--- src/rtl/move_entry_capture.sv ---
// Enter-key conditioner for the move game: synchronizes and debounces the
// active-low key, samples the move switches once per press, offers valid/ready.
module move_entry_capture #(
    parameter int SYNC_STAGES     = 2,
    parameter int DEBOUNCE_CYCLES = 500000,
    parameter int MIN_MOVE        = 1,
    parameter int MAX_MOVE        = 15
) (
    input  logic       clock,
    input  logic       reset,
    input  logic       key_n,
    input  logic [3:0] sw,
    input  logic       move_ready,
    output logic       move_valid,
    output logic [3:0] move_data,
    output logic       bad_move,
    output logic       overrun,
    output logic       key_held
);

    localparam int CW = $clog2(DEBOUNCE_CYCLES);
    localparam logic [CW-1:0] CNT_LAST = CW'(DEBOUNCE_CYCLES - 1);
    localparam logic [4:0] MIN_V = 5'(MIN_MOVE);
    localparam logic [4:0] MAX_V = 5'(MAX_MOVE);

    typedef enum logic [1:0] {
        IDLE,
        PRESS_DB,
        HELD,
        REL_DB
    } state_t;

    state_t                 state_q, state_d;
    logic [SYNC_STAGES-1:0] sync_q, sync_d;
    logic [CW-1:0]          cnt_q, cnt_d;
    logic                   valid_q, valid_d;
    logic [3:0]             data_q, data_d;
    logic                   bad_q, bad_d;
    logic                   ovr_q, ovr_d;
    logic                   held_q, held_d;
    logic                   key_s;
    logic                   capture;
    logic                   legal;

    // Sync chain idles at 1 so reset looks like a released key
    assign key_s = ~sync_q[SYNC_STAGES-1];
    assign legal = ({1'b0, sw} >= MIN_V) && ({1'b0, sw} <= MAX_V);

    always_comb begin
        sync_d  = {sync_q[SYNC_STAGES-2:0], key_n};
        state_d = state_q;
        cnt_d   = cnt_q;
        valid_d = valid_q & ~move_ready;
        data_d  = data_q;
        bad_d   = 1'b0;
        ovr_d   = 1'b0;
        held_d  = held_q;
        capture = 1'b0;

        unique case (state_q)
            IDLE: begin
                if (key_s) begin
                    state_d = PRESS_DB;
                    cnt_d   = '0;
                end
            end
            PRESS_DB: begin
                if (!key_s) begin
                    state_d = IDLE;
                end else if (cnt_q == CNT_LAST) begin
                    state_d = HELD;
                    held_d  = 1'b1;
                    capture = 1'b1;
                end else begin
                    cnt_d = cnt_q + 1'b1;
                end
            end
            HELD: begin
                if (!key_s) begin
                    state_d = REL_DB;
                    cnt_d   = '0;
                end
            end
            REL_DB: begin
                if (key_s) begin
                    state_d = HELD;
                end else if (cnt_q == CNT_LAST) begin
                    state_d = IDLE;
                    held_d  = 1'b0;
                end else begin
                    cnt_d = cnt_q + 1'b1;
                end
            end
            default: state_d = IDLE;
        endcase

        // A legal capture may overlap a transfer; otherwise a pending move wins
        if (capture) begin
            if (!legal) begin
                bad_d = 1'b1;
            end else if (!valid_q || move_ready) begin
                data_d  = sw;
                valid_d = 1'b1;
            end else begin
                ovr_d = 1'b1;
            end
        end
    end

    always_ff @(posedge clock) begin
        if (reset) begin
            sync_q  <= '1;
            state_q <= IDLE;
            cnt_q   <= '0;
            valid_q <= 1'b0;
            data_q  <= 4'd0;
            bad_q   <= 1'b0;
            ovr_q   <= 1'b0;
            held_q  <= 1'b0;
        end else begin
            sync_q  <= sync_d;
            state_q <= state_d;
            cnt_q   <= cnt_d;
            valid_q <= valid_d;
            data_q  <= data_d;
            bad_q   <= bad_d;
            ovr_q   <= ovr_d;
            held_q  <= held_d;
        end
    end

    assign move_valid = valid_q;
    assign move_data  = data_q;
    assign bad_move   = bad_q;
    assign overrun    = ovr_q;
    assign key_held   = held_q;

endmodule

--- config.mk ---
export PLATFORM = sky130hd
export DESIGN_NAME = move_entry_capture
export DESIGN_NICKNAME = d
export VERILOG_FILES = /design/src/rtl/move_entry_capture.sv
export SDC_FILE = /design/constraint.sdc
export NUM_CORES = 1
export LEC_CHECK = 0
export BUFFER_PORTS_ARGS = -buffer_cell sky130_fd_sc_hd__clkbuf_2
export CAP_MARGIN = 10
export CORE_MARGIN = 4
export CORE_UTILIZATION = 40
export CTS_CLUSTER_SIZE = 30
export DETAILED_ROUTE_END_ITERATION = 8
export HOLD_SLACK_MARGIN = 0.06
export REMOVE_ABC_BUFFERS = 1
export SLEW_MARGIN = 20
export SYNTH_ARGS = -nofsm -noshare
export SYNTH_HDL_FRONTEND = slang
export SYNTH_SLANG_ARGS = --single-unit
--- constraint.sdc ---
create_clock -name clock -period 2.1 [get_ports clock]
set_input_delay 0.105 -clock clock [delete_from_list [all_inputs] [get_ports clock]]
set_output_delay 0.105 -clock clock [all_outputs]
set_load 0.02 [all_outputs]
==> metrics.txt, run 1 <==
# TYPE chip_impl_metric gauge
chip_impl_metric{name="area_delta_synth_final",unit="%"} 27.9
chip_impl_metric{name="gp_routability_congestion",unit=""} 0.848
chip_impl_metric{name="combinational_share_of_power",unit="%"} 5.6
chip_impl_metric{name="synthMuxAreaShare",unit="%"} 3.38
chip_impl_metric{name="final_max_slew_viol_count",unit=""} 0
chip_impl_metric{name="cts-buffers-inserted",unit=""} 5
chip_impl_metric{name="setup_viol",unit=""} 6
chip_impl_metric{name="cts.clk_slew.worst_paths",unit="ns"} 0.07
chip_impl_metric{name="finalSetupTns",unit="ns"} -0.0829
chip_impl_metric{name="rrSetupSlack",unit="ns"} -0.03
chip_impl_metric{name="drv.max_cap_violation_count",unit=""} 0
chip_impl_metric{name="synth-seq-area-share",unit="%"} 38.1
chip_impl_metric{name="place.detailed.hpwl",unit="um"} 2970
chip_impl_metric{name="power.leakage",unit="nW"} 0.757
chip_impl_metric{name="placementRows",unit=""} 22
chip_impl_metric{name="timing.reg2reg.worst_path_depth",unit=""} 7
chip_impl_metric{name="warnings_from_yosys",unit=""} 0
chip_impl_metric{name="synth-simple-area-share",unit="%"} 33.2
chip_impl_metric{name="finalHoldViolations",unit=""} 0
chip_impl_metric{name="final_nets",unit=""} 236
chip_impl_metric{name="design.portCount",unit=""} 16
chip_impl_info{name="top_cell_type_by_total_area_after_synthesis",value="sky130_fd_sc_hd__dfxtp_1"} 1
chip_impl_metric{name="drt-vias-per-instance",unit=""} 5.62
chip_impl_info{name="end_kind",value="flop"} 1
chip_impl_metric{name="power.total",unit="mW"} 1.29
chip_impl_info{name="endpoint_of_the_worst_setup_timing_path",value="cnt_q[17]"} 1
chip_impl_metric{name="synth_cells",unit=""} 187
chip_impl_info{name="critical_path.slowest_cell",value="sky130_fd_sc_hd__or4b_4"} 1
chip_impl_metric{name="stdcell_count",unit=""} 276
chip_impl_metric{name="grt_pass1_vias",unit=""} 1479
chip_impl_metric{name="timing_worst_slew_pin_value",unit="ns"} 0.633
chip_impl_metric{name="power_frac_seq",unit="%"} 46.5
chip_impl_metric{name="synth_largest_type_area_fraction",unit="%"} 38.1
chip_impl_metric{name="fin_worst_hold_slack",unit="ns"} 0.0734
chip_impl_metric{name="routed_wirelength",unit="um"} 4130
chip_impl_metric{name="wire_length_of_the_first_global_routing_pass",unit="um"} 6720
chip_impl_metric{name="largest_net_degree_at_the_start_of_global_routing",unit=""} 34
chip_impl_metric{name="final.min_clock_period",unit="ns"} 2.13
chip_impl_info{name="clockRootBuffer",value="sky130_fd_sc_hd__clkbuf_8"} 1
chip_impl_metric{name="synthesis.area",unit="mm2"} 0.00163
chip_impl_info{name="dominant_combinational_cell_family_by_area_after_synthesis",value="simple AND/OR/NAND/NOR gates"} 1
chip_impl_metric{name="timing.critical_path.slowest_cell_delay",unit="ns"} 0.54
chip_impl_metric{name="clock_power_share",unit="%"} 47.9
chip_impl_metric{name="port-buffer-count",unit=""} 15
chip_impl_metric{name="design_area",unit="mm2"} 0.00209
chip_impl_metric{name="layout_setup_ws",unit="ns"} -0.0296
chip_impl_metric{name="min_period_over_period",unit="%"} 101
chip_impl_metric{name="ir_worst_vdd",unit="uV"} 328
chip_impl_info{name="netlist_top_cells_area",value="sky130_fd_sc_hd__dfxtp_1 (38%), sky130_fd_sc_hd__a21oi_1 (5.5%), sky130_fd_sc_hd__or4_1 (5.1%), sky130_fd_sc_hd__nor2_1 (3.5%), sky130_fd_sc_hd__nand3_1 (2.8%)"} 1
chip_impl_info{name="outcome",value="finished, violations left"} 1
chip_impl_info{name="startpoint",value="cnt_q[10]"} 1
chip_impl_metric{name="power.internal",unit="mW"} 1.01
chip_impl_metric{name="die_h",unit="um"} 71.8
chip_impl_metric{name="synthAdderAreaFrac",unit="%"} 0.767
chip_impl_metric{name="cts_sinks",unit=""} 31
chip_impl_metric{name="wl_per_cell",unit="um"} 15.0
chip_impl_metric{name="cts_htree_levels",unit=""} 2
chip_impl_metric{name="drive_gt1_share",unit="%"} 32.5
chip_impl_info{name="reg2reg_from",value="cnt_q[10]"} 1
chip_impl_info{name="most_used_flip_flop_cell_after_synthesis",value="sky130_fd_sc_hd__dfxtp_1"} 1
chip_impl_metric{name="clk_latency",unit="ns"} 0.29
chip_impl_metric{name="max_clock_freq",unit="MHz"} 470
chip_impl_info{name="worstPathCellList",value="or4b_4, or4_4, o21ai_4, buf_6, buf_6, nand2_2, a31oi_1"} 1
chip_impl_metric{name="dpl_cell_area",unit="mm2"} 0.00184
chip_impl_metric{name="drc",unit=""} 0
chip_impl_info{name="crit_top_cell",value="sky130_fd_sc_hd__buf_6"} 1
chip_impl_metric{name="clock_tree.buffer_depth",unit=""} 2
chip_impl_metric{name="fin_skew",unit="ns"} 0.00410
chip_impl_metric{name="power_switching_share",unit="%"} 21.6
chip_impl_metric{name="drtPass1Iterations",unit=""} 5
chip_impl_metric{name="p_sw",unit="uW"} 278
chip_impl_metric{name="antenna_cells_inserted",unit=""} 0
chip_impl_info{name="hold_class",value="input port to flop"} 1
chip_impl_metric{name="routed-via-count",unit=""} 1550
chip_impl_metric{name="critPathMaxFanout",unit=""} 5
chip_impl_metric{name="required",unit="ns"} 2.30
chip_impl_metric{name="dr.first_iter.drc_count",unit=""} 85
chip_impl_metric{name="worst_slew_margin_rel",unit="%"} 57.5
chip_impl_metric{name="worst-endpoint-arrival",unit="ns"} 2.33
chip_impl_metric{name="globalRouteOverflowTotal",unit=""} 0
chip_impl_metric{name="fraction_of_registers_with_async_set_or_reset_after_synthesis",unit="%"} 0
chip_impl_metric{name="share_of_the_synthesized_area_in_compound_gates_ao_oa_aoi_oai",unit="%"} 18.3
chip_impl_metric{name="cellPowerDensity",unit="mW/mm2"} 617
chip_impl_metric{name="ys_types",unit=""} 45
chip_impl_metric{name="postSynthRegisterBits",unit=""} 31
chip_impl_info{name="setup.worst_path.start_class",value="flop"} 1
chip_impl_metric{name="count_of_flip_flops_with_a_built_in_enable_after_synthesis",unit=""} 0
chip_impl_metric{name="start_util",unit="%"} 42.9
chip_impl_metric{name="post_synth_xor_area_fraction",unit="%"} 0.537
chip_impl_metric{name="dp_cells",unit=""} 262
chip_impl_metric{name="remaining_antenna_violation_count_after_routing",unit=""} 0
chip_impl_metric{name="number_of_antenna_violations_at_the_first_check_in_global_routing",unit=""} 0
chip_impl_metric{name="grt_util_all_layers",unit="%"} 16.6
chip_impl_info{name="worst-setup-path-type",value="flop to flop"} 1
chip_impl_info{name="unrepaired_setup_endpoints_after_global_routing",value="true"} 1
chip_impl_metric{name="fp.coreArea",unit="mm2"} 0.00380
chip_impl_metric{name="floorplan.die_area",unit="mm2"} 0.00516
chip_impl_info{name="failed_checks",value="setup timing"} 1
chip_impl_info{name="tritoncts",value="built"} 1
chip_impl_metric{name="chipWidth",unit="um"} 71.8
chip_impl_info{name="r2r-end",value="cnt_q[17]"} 1
chip_impl_metric{name="avg_synthesized_cell_area",unit="um2"} 8.72
==> power by group through the flow <==
stage	Sequential (mW)	Clock [mW]	Combinational, mW
final	0.598	0.617	0.0721
after global routing	0.598	0.656	0.0791
after CTS	0.598	0.630	0.0652
after detailed placement	0.611	0	0.0614
after global placement	0.611	0	0.0600
after floorplan	0.616	0	0.0232
==> cell type report <==
type                    instances  area [um2]
clock buffers                   6        82.6
clock inverters                 2        35.0
fillers                       352        1710
inverters                       6        22.5
multi-input cells             142         968
flip-flops and latches         31         623
well taps                      48        60.1
repair buffers                 41         294
==> logic make-up (layout without fill, tap and decap cells) <==
logic type	Yosys count	after routing
muxes	5	5
xor gates and xnor gates	1	1
DFF	31	31
AOI/OAI and AO/OA	45	45
buffers and inverters	14	55
adders and majority gates	1	1
and+or+nand+nor	90	90
==> placed cells by master (no fill, tap or decap), drive strengths merged, types with 7 or more instances in the layout <==
cell type / Yosys / layout
clkbuf: 5 / 21
buf: 3 / 24
or3: 9 / 9
nand4: 7 / 7
o21ai: 13 / 13
nor2: 15 / 15
or4: 13 / 13
nand2b: 7 / 7
a21oi: 19 / 19
dfxtp: 31 / 31
nand3: 9 / 9
nand2: 10 / 10
==> sequential cells by signal, summed over array words and instances, names as in the netlist, named ones only <==
register,count
key_held,1
sync_q,2
overrun,1
move_valid,1
state_q,1
cnt_q,19
bad_move,1
move_data,4
==> cells in the mapped netlist (4+ instances only) <==
master / count
sky130_fd_sc_hd__nand3_1: 9
sky130_fd_sc_hd__mux2i_1: 4
sky130_fd_sc_hd__nand4_1: 7
sky130_fd_sc_hd__or4_1: 11
sky130_fd_sc_hd__nand2b_1: 7
sky130_fd_sc_hd__nor3_1: 4
sky130_fd_sc_hd__nand2_1: 10
sky130_fd_sc_hd__o21ai_0: 5
sky130_fd_sc_hd__or3_1: 7
sky130_fd_sc_hd__inv_1: 6
sky130_fd_sc_hd__nor2_1: 15
sky130_fd_sc_hd__a21oi_1: 18
sky130_fd_sc_hd__o21ai_1: 5
sky130_fd_sc_hd__dfxtp_1: 31
==> per-layer routing <==
layer  share of wire (%)  GRT usage, %
met1                  45          20.0
met2                  49          27.8
met3                 4.0          3.79
met4                 1.6          8.14
met5                   0             0
==> critical path, delay by kind of cell (launching register included) <==
kind	cells	cell delay (ns)
AOI/OAI and AO/OA	2	0.34
and+or+nand+nor	3	1.13
buffers and inverters	2	0.24
DFF	1	0.32
==> repair_timing <==
action,CTS,global route
endpoints found under the setup margin,1,22
hold buffers,2,0
buffers inserted,0,4
pin swaps,0,11
hold endpoints to repair,2,0
gates resized for setup,1,20
==> how the worst min path moves through the flow <==
| stage | start | to | slack, ns | depth (start not counted) |
|---|---|---|---|---|
| detailed placement | key_n | sync_q[0] | 0.30 | 2 |
| floorplan | reset | cnt_q[18] | 0.17 | 1 |
| CTS | sw[3] | move_data[3] | 0.07 | 3 |
| global placement | key_n | sync_q[0] | 0.29 | 2 |
| finish | sw[3] | move_data[3] | 0.07 | 3 |
| global route | sw[3] | move_data[3] | 0.07 | 3 |
==> through the flow <==
step	setup WS [ns]	util [%]
final	-0.0296	54.9
after global routing	-0.102	54.9
after CTS	0.000426	52.2
after detailed placement	0.0125	48.5
after global placement	0.0449	48.5
after floorplan	0.0262	-
(Power assumes the default switching activity.)
==> inputs of run 2 (changes only) <==
Settings changed: ABC_AREA set to 1.
==> run 2 against run 1 <==
  * The flow now finishes without violations
  * Register-to-register slack improved by 0.35 ns
  * Clock power about the same
  * Final cell count increased by 26%
  * Fmax increased by 20%
  * Synthesized area increased by 7.1%
  * Wire length increased by 4.1%
  * Largest power group unchanged
  * Worst hold slack got worse by 0.0054 ns
  * Sequential share of layout area increased by 0.84 points
  * Design area decreased by 3.1%
  * Critical path depth increased by 2
  * Sequential power decreased by 1%
==> metrics.txt, run 2 <==
# TYPE chip_impl_metric gauge
chip_impl_info{name="setup.worst_path.start_class",value="flop"} 1
chip_impl_metric{name="globalRouteOverflowTotal",unit=""} 0
chip_impl_metric{name="power.leakage",unit="nW"} 0.860
chip_impl_info{name="outcome",value="finished clean"} 1
chip_impl_metric{name="fp.coreArea",unit="mm2"} 0.00412
chip_impl_metric{name="number_of_antenna_violations_at_the_first_check_in_global_routing",unit=""} 0
chip_impl_metric{name="cts_htree_levels",unit=""} 2
chip_impl_metric{name="timing.reg2reg.worst_path_depth",unit=""} 9
chip_impl_metric{name="required",unit="ns"} 2.28
chip_impl_metric{name="fraction_of_registers_with_async_set_or_reset_after_synthesis",unit="%"} 0
chip_impl_info{name="r2r-end",value="cnt_q[18]"} 1
chip_impl_metric{name="grt_util_all_layers",unit="%"} 17.2
chip_impl_metric{name="synth_largest_type_area_fraction",unit="%"} 35.5
chip_impl_metric{name="worst-endpoint-arrival",unit="ns"} 1.96
chip_impl_metric{name="cts.clk_slew.worst_paths",unit="ns"} 0.07
chip_impl_metric{name="drive_gt1_share",unit="%"} 14.8
chip_impl_metric{name="synthesis.area",unit="mm2"} 0.00175
chip_impl_metric{name="dp_cells",unit=""} 338
chip_impl_metric{name="drtPass1Iterations",unit=""} 5
chip_impl_metric{name="drc",unit=""} 0
chip_impl_metric{name="max_clock_freq",unit="MHz"} 562
chip_impl_metric{name="antenna_cells_inserted",unit=""} 0
chip_impl_metric{name="warnings_from_yosys",unit=""} 0
chip_impl_info{name="synthMostInstantiatedCell",value="sky130_fd_sc_hd__nand2_1"} 1
chip_impl_info{name="hold_class",value="input port to flop"} 1
chip_impl_metric{name="synth_cells",unit=""} 274
chip_impl_metric{name="place.detailed.hpwl",unit="um"} 3250
chip_impl_metric{name="wl_per_cell",unit="um"} 12.4
chip_impl_metric{name="synth-simple-area-share",unit="%"} 43.3
chip_impl_metric{name="synth-seq-area-share",unit="%"} 35.5
chip_impl_info{name="worst-setup-path-type",value="flop to flop"} 1
chip_impl_info{name="timing.hold.worst_endpoint",value="move_data[1]"} 1
chip_impl_metric{name="count_of_flip_flops_with_a_built_in_enable_after_synthesis",unit=""} 0
chip_impl_metric{name="cellPowerDensity",unit="mW/mm2"} 622
chip_impl_metric{name="critPathMaxFanout",unit=""} 5
chip_impl_metric{name="synthMuxAreaShare",unit="%"} 0
chip_impl_metric{name="remaining_antenna_violation_count_after_routing",unit=""} 0
chip_impl_metric{name="min_period_over_period",unit="%"} 84.8
chip_impl_metric{name="post_synth_xor_area_fraction",unit="%"} 5.01
chip_impl_metric{name="clk_latency",unit="ns"} 0.28
chip_impl_info{name="register_bank_with_the_most_flops",value="cnt_q"} 1
chip_impl_metric{name="gp_routability_congestion",unit=""} 0.928
chip_impl_metric{name="finalSetupTns",unit="ns"} 0
chip_impl_metric{name="largest_net_degree_at_the_start_of_global_routing",unit=""} 17
chip_impl_info{name="netlist_top_cells_area",value="sky130_fd_sc_hd__dfxtp_1 (36%), sky130_fd_sc_hd__nand2_1 (18%), sky130_fd_sc_hd__nor2_1 (11%), sky130_fd_sc_hd__inv_1 (6.2%), sky130_fd_sc_hd__nand3_1 (5.4%)"} 1
chip_impl_info{name="commonest_non_fill_non_tap_cell_in_the_layout",value="sky130_fd_sc_hd__nand2_1"} 1
chip_impl_info{name="tritoncts",value="built"} 1
chip_impl_metric{name="stdcell_count",unit=""} 348
chip_impl_metric{name="rrSetupSlack",unit="ns"} 0.32
chip_impl_info{name="dominant_combinational_cell_family_by_area_after_synthesis",value="simple AND/OR/NAND/NOR gates"} 1
chip_impl_metric{name="fin_skew",unit="ns"} 0.00388
chip_impl_metric{name="postSynthRegisterBits",unit=""} 31
chip_impl_metric{name="design.portCount",unit=""} 16
chip_impl_metric{name="routed-via-count",unit=""} 1710
chip_impl_metric{name="synthAdderAreaFrac",unit="%"} 0.716
chip_impl_metric{name="placementRows",unit=""} 23
chip_impl_metric{name="start_util",unit="%"} 42.4
chip_impl_metric{name="final_max_slew_viol_count",unit=""} 0
chip_impl_metric{name="ys_types",unit=""} 28
chip_impl_info{name="top_cell_type_by_total_area_after_synthesis",value="sky130_fd_sc_hd__dfxtp_1"} 1
chip_impl_metric{name="drv.max_cap_violation_count",unit=""} 0
chip_impl_metric{name="floorplan.die_area",unit="mm2"} 0.00549
chip_impl_metric{name="cts_post_setup_buffers_inserted",unit=""} 0
chip_impl_metric{name="largest_reg_flops",unit=""} 19
chip_impl_metric{name="utilization",unit="%"} 49.1
chip_impl_metric{name="hold_path_depth",unit=""} 3
chip_impl_metric{name="cts_sinks",unit=""} 31
chip_impl_metric{name="worst_slew_margin_rel",unit="%"} 71.5
chip_impl_metric{name="timing_worst_slew_pin_value",unit="ns"} 0.427
chip_impl_metric{name="port-buffer-count",unit=""} 15
chip_impl_info{name="min_delay_src",value="sw[1]"} 1
chip_impl_info{name="end_kind",value="flop"} 1
chip_impl_info{name="synth.cells.most_frequent",value="sky130_fd_sc_hd__nand2_1 (86), sky130_fd_sc_hd__nor2_1 (50), sky130_fd_sc_hd__dfxtp_1 (31), sky130_fd_sc_hd__inv_1 (29), sky130_fd_sc_hd__nand3_1 (19)"} 1
chip_impl_metric{name="ir_worst_vdd",unit="uV"} 410
chip_impl_metric{name="final.min_clock_period",unit="ns"} 1.78
chip_impl_metric{name="avg_synthesized_cell_area",unit="um2"} 6.37
chip_impl_info{name="most_used_flip_flop_cell_after_synthesis",value="sky130_fd_sc_hd__dfxtp_1"} 1
chip_impl_metric{name="chipWidth",unit="um"} 74.1
chip_impl_info{name="clockRootBuffer",value="sky130_fd_sc_hd__clkbuf_8"} 1
chip_impl_info{name="reg2reg_from",value="cnt_q[0]"} 1
chip_impl_metric{name="final_nets",unit=""} 306
chip_impl_metric{name="setup_viol",unit=""} 0
chip_impl_metric{name="routed_wirelength",unit="um"} 4300
chip_impl_metric{name="area_delta_synth_final",unit="%"} 15.7
chip_impl_metric{name="wire_length_of_the_first_global_routing_pass",unit="um"} 7130
chip_impl_metric{name="cts-buffers-inserted",unit=""} 5
chip_impl_metric{name="dr.first_iter.drc_count",unit=""} 107
chip_impl_info{name="mostFrequentLayoutCells",value="sky130_fd_sc_hd__nand2_1 (86), sky130_fd_sc_hd__nor2_1 (50), sky130_fd_sc_hd__dfxtp_1 (31)"} 1
chip_impl_info{name="unrepaired_setup_endpoints_after_global_routing",value="false"} 1
chip_impl_metric{name="die_h",unit="um"} 74.1
chip_impl_metric{name="share_of_the_synthesized_area_in_compound_gates_ao_oa_aoi_oai",unit="%"} 6.23
chip_impl_metric{name="drt-vias-per-instance",unit=""} 4.91
chip_impl_metric{name="clock_tree.buffer_depth",unit=""} 2
chip_impl_metric{name="grt_pass1_vias",unit=""} 1544
chip_impl_metric{name="finalHoldViolations",unit=""} 0
## run 2: cell types whose count changed after synthesis, sizes merged, moves of 7 or more
| cell | delta |
|---|---|
| nand2b | -7 |
| o21ai | -10 |
| nand2 | +77 |
| xor2 | +9 |
| or3 | -9 |
| or4 | -13 |
| a21oi | -7 |
| nand3 | +12 |
| inv | +26 |
| nor2 | +37 |
## run 2: layout make-up
cell class | instances | area [um2]
fillers | 429 | 2090
multi-input cells | 204 | 966
flip-flops and latches | 31 | 621
inverters | 34 | 129
repair buffers | 21 | 125
clock buffers | 6 | 82.6
well taps | 50 | 62.6
clock inverters | 2 | 35.0
## run 2: report_power, final
part | switching, mW | leakage, nW | internal, mW | total (mW)
clock network | 0.234 | 0.0612 | 0.384 | 0.618
registers | 0.00139 | 0.250 | 0.590 | 0.592
logic | 0.0308 | 0.549 | 0.0158 | 0.0466
## run 2: metal layers
metal  GRT usage, %  vias to the layer above  routed length (um)
met5              0                        -                   0
met4           8.25                        0                  82
met3           3.78                        7                 298
met2           25.0                       50                1870
met1           24.0                      758                2050
li1               -                      895                   -
## run 2: logic make-up (layout without fill, tap and decap cells)
group / Yosys count / in the layout
flops: 31 / 31
xor+xnor: 10 / 10
simple gates: 176 / 176
fa+ha+maj: 1 / 1
compound gates: 17 / 17
buf+inv: 39 / 63
## run 2: critical path, cell delays in order, from the launching register on
cell                      delay (ns)
sky130_fd_sc_hd__dfxtp_1        0.37
sky130_fd_sc_hd__ha_1           0.26
sky130_fd_sc_hd__nand3_2        0.16
sky130_fd_sc_hd__inv_1          0.12
sky130_fd_sc_hd__nand2_1        0.14
sky130_fd_sc_hd__nor2_1         0.23
sky130_fd_sc_hd__nand3_1        0.14
sky130_fd_sc_hd__xnor2_1        0.15
sky130_fd_sc_hd__nand2_1        0.06
sky130_fd_sc_hd__nand2_1        0.04
## run 2: worst max path at each step
| stage | from | to | slack [ns] | cells past startpoint |
|---|---|---|---|---|
| floorplan | cnt_q[0] | cnt_q[16] | 0.61 | 9 |
| global placement | cnt_q[0] | move_data[0] | 0.39 | 8 |
| detailed placement | cnt_q[0] | move_data[0] | 0.33 | 8 |
| CTS | cnt_q[0] | move_data[2] | 0.32 | 9 |
| global route | cnt_q[0] | move_data[2] | 0.13 | 9 |
| finish | cnt_q[0] | cnt_q[18] | 0.32 | 9 |
## run 2: timing repair
item	in CTS	in global routing
hold buffers	2	0
hold endpoints to repair	2	0
resized for setup	0	0
## run 2: through the flow
step	setup slack, ns	total power [mW]	instance area, um2	hold slack [ns]
2_1_floorplan	0.614	0.625	1720	0.167
3_5_place_dp	0.332	0.649	1880	0.293
6_report	0.320	1.26	2020	0.0680
4_1_cts	0.316	1.27	2020	0.0730
3_3_place_gp	0.389	0.648	1880	0.295
5_1_grt	0.125	1.30	2020	0.0893
